<file path="config.mk">
export PLATFORM = sky130hd
export DESIGN_NAME = qbus_responder
export DESIGN_NICKNAME = d
export VERILOG_FILES = /design/src/rtl/qbus_responder.sv
export SDC_FILE = /design/constraint.sdc
export NUM_CORES = 1
export LEC_CHECK = 0
export ABC_AREA = 1
export CAP_MARGIN = 0
export CORE_AREA = 2 2 78 80
export CTS_CLUSTER_DIAMETER = 120
export CTS_CLUSTER_SIZE = 8
export DETAILED_ROUTE_END_ITERATION = 8
export DIE_AREA = 0 0 80 82
export PLACE_DENSITY = 0.81
export SYNTH_ARGS = -nofsm -noshare
export SYNTH_HDL_FRONTEND = slang
export SYNTH_SLANG_ARGS = --single-unit
</file>
<file path="constraint.sdc">
create_clock -name clk -period 2.85 [get_ports clk]
set_input_delay 0.57 -clock clk [delete_from_list [all_inputs] [get_ports clk]]
set_output_delay 0.57 -clock clk [all_outputs]
set_load 0.03 [all_outputs]
</file>
<file path="src/rtl/qbus_responder.sv">
// qbus_responder: single-window Q-bus slave that turns a decoded bus cycle
// into a one-cycle memory access, then answers the master with RPLY.
//
// Ports:
//   clk, reset_n          clock, synchronous active-low reset (ignores ce)
//   ce                    clock enable; all registers hold while low
//   addr_i, data_i        bus address (with SYNC) and write data (with DOUT)
//   data_o                read data, zero outside REPLY of a read (wired-OR safe)
//   SYNC, DIN, DOUT, WTBT master cycle, read strobe, write strobe, byte op
//   RPLY                  registered reply, high exactly in REPLY
//   sel                   cycle owned (ACCESS, WAIT or REPLY)
//   mem_addr, mem_be      latched word address and byte enables
//   mem_rd, mem_wr        one-ce-cycle memory strobes, issued in ACCESS
//   mem_wdata, mem_rdata  latched write data / synchronous read data
//   state_dbg             current FSM state for observation
//
// Handshake: the master opens a cycle with SYNC and a DIN or DOUT strobe;
// this block answers with RPLY and keeps it up for as long as SYNC stays
// high. Dropping SYNC at any point ends (or aborts) the cycle on the next
// ce edge. A request is only taken from IDLE.
module qbus_responder #(
    parameter logic [15:0] BASE_ADDR   = 16'o100000,
    parameter logic [15:0] ADDR_MASK   = 16'o140000,
    parameter int          WAIT_STATES = 0
) (
    input  logic        clk,
    input  logic        reset_n,
    input  logic        ce,
    input  logic [15:0] addr_i,
    input  logic [15:0] data_i,
    output logic [15:0] data_o,
    input  logic        SYNC,
    input  logic        DIN,
    input  logic        DOUT,
    input  logic        WTBT,
    output logic        RPLY,
    output logic        sel,
    output logic [14:0] mem_addr,
    output logic        mem_rd,
    output logic        mem_wr,
    output logic [1:0]  mem_be,
    output logic [15:0] mem_wdata,
    input  logic [15:0] mem_rdata,
    output logic [1:0]  state_dbg
);

    typedef enum logic [1:0] {
        S_IDLE   = 2'd0,
        S_ACCESS = 2'd1,
        S_WAIT   = 2'd2,
        S_REPLY  = 2'd3
    } state_t;

    localparam logic [3:0] WS = 4'(WAIT_STATES);

    state_t      state_q, state_d;
    logic [3:0]  cnt_q, cnt_d;
    logic        rd_q;
    logic        rply_q;
    logic [15:0] data_q;
    logic [14:0] addr_q;
    logic [1:0]  be_q;
    logic [15:0] wdata_q;

    logic        hit;
    logic        request;
    logic [1:0]  be_new;

    assign hit     = ((addr_i & ADDR_MASK) == (BASE_ADDR & ADDR_MASK));
    assign request = SYNC & (DIN | DOUT) & hit;

    // Reads always move the full word; byte writes pick the lane by addr[0].
    assign be_new = (DIN || !WTBT) ? 2'b11 : (addr_i[0] ? 2'b10 : 2'b01);

    always_comb begin
        state_d = state_q;
        cnt_d   = cnt_q;
        case (state_q)
            S_IDLE: begin
                if (request) state_d = S_ACCESS;
            end
            S_ACCESS: begin
                if (!SYNC) begin
                    state_d = S_IDLE;
                end else begin
                    state_d = S_WAIT;
                    cnt_d   = WS;
                end
            end
            S_WAIT: begin
                if (!SYNC)            state_d = S_IDLE;
                else if (cnt_q == 4'd0) state_d = S_REPLY;
                else                  cnt_d = cnt_q - 4'd1;
            end
            S_REPLY: begin
                if (!SYNC) state_d = S_IDLE;
            end
            default: state_d = S_IDLE;
        endcase
    end

    always_ff @(posedge clk) begin
        if (!reset_n) begin
            state_q <= S_IDLE;
            cnt_q   <= 4'd0;
            rd_q    <= 1'b0;
            rply_q  <= 1'b0;
            data_q  <= 16'h0000;
            addr_q  <= 15'd0;
            be_q    <= 2'b00;
            wdata_q <= 16'h0000;
        end else if (ce) begin
            state_q <= state_d;
            cnt_q   <= cnt_d;
            rply_q  <= (state_d == S_REPLY);
            if (state_q == S_IDLE && request) begin
                addr_q  <= addr_i[15:1];
                rd_q    <= DIN;   // DIN wins when both strobes are up
                be_q    <= be_new;
                wdata_q <= data_i;
            end
            // mem_rdata has been stable since the cycle after mem_rd.
            if (state_q == S_WAIT && state_d == S_REPLY)
                data_q <= rd_q ? mem_rdata : 16'h0000;
            else if (state_d != S_REPLY)
                data_q <= 16'h0000;
        end
    end

    // Strobes are gated by reset_n so a reset edge never issues an access.
    assign mem_rd    = ce & reset_n & (state_q == S_ACCESS) & rd_q;
    assign mem_wr    = ce & reset_n & (state_q == S_ACCESS) & ~rd_q;
    assign RPLY      = rply_q;
    assign sel       = (state_q != S_IDLE);
    assign data_o    = data_q;
    assign mem_addr  = addr_q;
    assign mem_be    = be_q;
    assign mem_wdata = wdata_q;
    assign state_dbg = state_q;

endmodule

</file>
==> summary.txt <==
Clock network
  • Hold buffer count at cts: 0
  • Worst-Skew Late Latency: 0.32 ns
  • Post-CTS Resized: 0
  • CTS Sinks: 57
  • Post-CTS setup buffers: 0
  • CTS Root Cell: clkbuf_8
  • CTS tree: done
  • Max Root-Sink Buffers: 2
  • Num CTS Buffers: 9
  • Clk slew on worst S/H paths: 0.06 ns
  • H-tree levels: 3

Floorplan
  • Chip Height: 82 µm
  • Initial core utilization: 0.429
  • Core box area: 5750 µm²
  • Die area: 6560 µm²
  • Die extent in x: 80 µm
  • Top Ports: 110
  • # rows: 28

Pwr
  • Power per cell area: 483 nW/µm²
  • Final Power: 0.00179 W
  • LEAKAGE: 1.47 nW
  • Worst vdd ir: 0.257 mV

Routing
  • Via Count: 2531
  • Vias/cell: 4.95
  • First DRT Iteration DRCs: 62
  • Drt first pass iters: 4
  • M1 WL: 2.83 mm
  • Top routing layer in use: met4
  • Post-route DRC: 0
  • WL met2: 2.97 mm
  • WL/cell: 12.7 µm
  • Met3 routed WL: 619 µm
  • Final ANT Viol Nets: 0
  • Post-Route WL: 6.51 mm

Critical path
  • Worst R2R Path Depth: 7
  • Setup CP Type: in -> out
  • Worst r2r src: state_dbg[1]
  • Worst path arrival time: 1.95 ns
  • Crit Path Max Fanout: 7
  • R2R Path End: cnt_q[1]
  • Max incr delay on CP: 0.64 ns
  • Critical path startpoint category: primary input
  • CP required: 2.28 ns
  • Worst path cell trace: clkdlybuf4s50_1 > inv_1 > nor4_1 > buf_4
  • Reg2Reg Setup Slack: 1.13 ns
  • Worst setup EP type: output pin
  • Critical Path End: mem_wr
  • Crit path from: ce
  • Slowest CP cell: clkdlybuf4s50_1

Placed design
  • Placed Area: 3540 µm²
  • Detailed placer's ending HPWL: 4.43 mm
  • Buffers on Ports: 109
  • Worst slack, placed: 0.391 ns
  • GPL Wtd Cong: 0.807

STA
  • Final Skew: 0.00358 ns
  • Hold Fails Final Rpt: 0
  • Max-slew violation count: 0
  • Period utilisation layout: 0.886
  • RSZ-0062 raised after global routing: false
  • Relative slew slack: 0.476
  • Sum of negative setup slack: 0 ns
  • Final setup margin: 0.326 ns
  • Period minus WS final: 2.52 ns
  • Endpoints failing setup: 0
  • Achievable frequency: 0.396 GHz
  • Worst Max-Slew Pin Slew: 0.785 ns

Finish
  • Multi-input logic area: 955 µm²
  • Antenna Cells: 0
  • Fraction of layout cells with a size suffix above 1: 0.0550
  • NumNets Final: 490
  • Syn-to-layout area delta: 50.2%
  • Fin util: 0.644
  • Finished layout cell area: 3700 µm²
  • FF/Latch Area: 1140 µm²
  • Fillcell total: 504

Yosys
  • Syn. warnings: 0
  • Largest area contributor in the netlist: dfxtp_1
  • Yosys top cell area share: 0.463
  • Cells after synthesis: 331
  • Synth Cell Area: 2460 µm²
  • Async SR Flop Fraction: 0
  • Synth Net Count: 388
  • Sequential share of the synthesized area: 0.463
  • Yosys reg bits: 57
  • Count leader, synth: inv_1
  • Mean Syn Cell Area: 7.45 µm²
  • Commonest register cell after synthesis: dfxtp_1
  • Number of synthesized flops with an enable pin: 0
  • Synth area leaders: dfxtp_1, a21oi_1, o21ai_0, inv_1, nand2_1
  • Synth top cells by count: inv_1, dfxtp_1, a21oi_1
  • Yosys cell types: 26

Global route
  • Number of global-route vias before repair: 2404
  • Pin count of the biggest net entering global routing: 67
  • Initial antenna violation count: 0
  • Gr usage total: 0.201
  • Total gr overflow: 0
  • First-pass GRT wire length: 10.3 mm

Flow run
  • Max-cap viol count: 0

Hold path
  • Worst hold path type: reg -> reg

Status
  • Status: completed
-- kinds of logic after synthesis --
group	after synthesis	share of synthesized area
compound gates	107	0.219
flops	57	0.463
fa+ha+maj	2	0.0102
xor+xnor	1	0.00355
buf+inv	85	0.150
simple gates	79	0.154
-- how the worst min path moves through the flow --
stage,from,end,slack (ns),cells after the start
finish,mem_be[0],mem_be[0],0.44,2
global route,mem_wdata[6],mem_wdata[6],0.46,2
CTS,mem_be[0],mem_be[0],0.45,2
detailed placement,mem_be[0],mem_be[0],0.44,2
global placement,mem_addr[4],mem_addr[4],0.43,2
floorplan,cnt_q[0],cnt_q[0],0.44,2
-- cell type report --
class | count | share of cell area
sequential | 57 | 0.308
timing repair buffer | 112 | 0.300
multi-input combinational | 189 | 0.258
inverter | 64 | 0.0649
clock buffer | 14 | 0.0439
tap | 75 | 0.0254
-- registers in the layout, summed over array words and instances (netlist names) --
name,cells
mem_addr,15
mem_be,2
RPLY,1
data_o,16
cnt_q,4
rd_q,1
state_dbg,2
mem_wdata,16
-- worst max-delay path: cells and delay by family --
family                 cells  cell delay (ns)
and+or+nand+nor            1             0.36
buffers and inverters      3             1.03
-- per-stage QoR --
stage | std cells | hold WS, ns
final | 511 | 0.444
after global routing | 511 | 0.459
after CTS | 511 | 0.445
after detailed placement | 497 | 0.436
after global placement | 497 | 0.431
after floorplan | 331 | 0.439
-- routing by layer --
metal,vias up,global-route usage
li1,1272,-
met1,1136,0.228
met2,112,0.347
met3,11,0.0758
met4,0,0.0746
met5,-,0
-- placed cells by master, fill, tap and decap left out, drive strengths merged --
cell	n
nor4	2
ha	2
nand3	9
nor2	11
dfxtp	57
xnor2	1
inv	64
nand2	41
clkbuf	14
o21ai	50
o21bai	1
a21oi	55
nand4	16
clkdlybuf4s50	107
buf	5
a211oi	1
-- power by group --
part / total (W) / internal (W) / switching, W
clock: 0.000640 / 0.000355 / 0.000286
sequential: 0.000843 / 0.000826 / 0.0000176
combinational: 0.000304 / 0.000143 / 0.000161
total: 0.00179 / 0.00132 / 0.000464
Note: power is estimated with default switching activity, not from simulation.
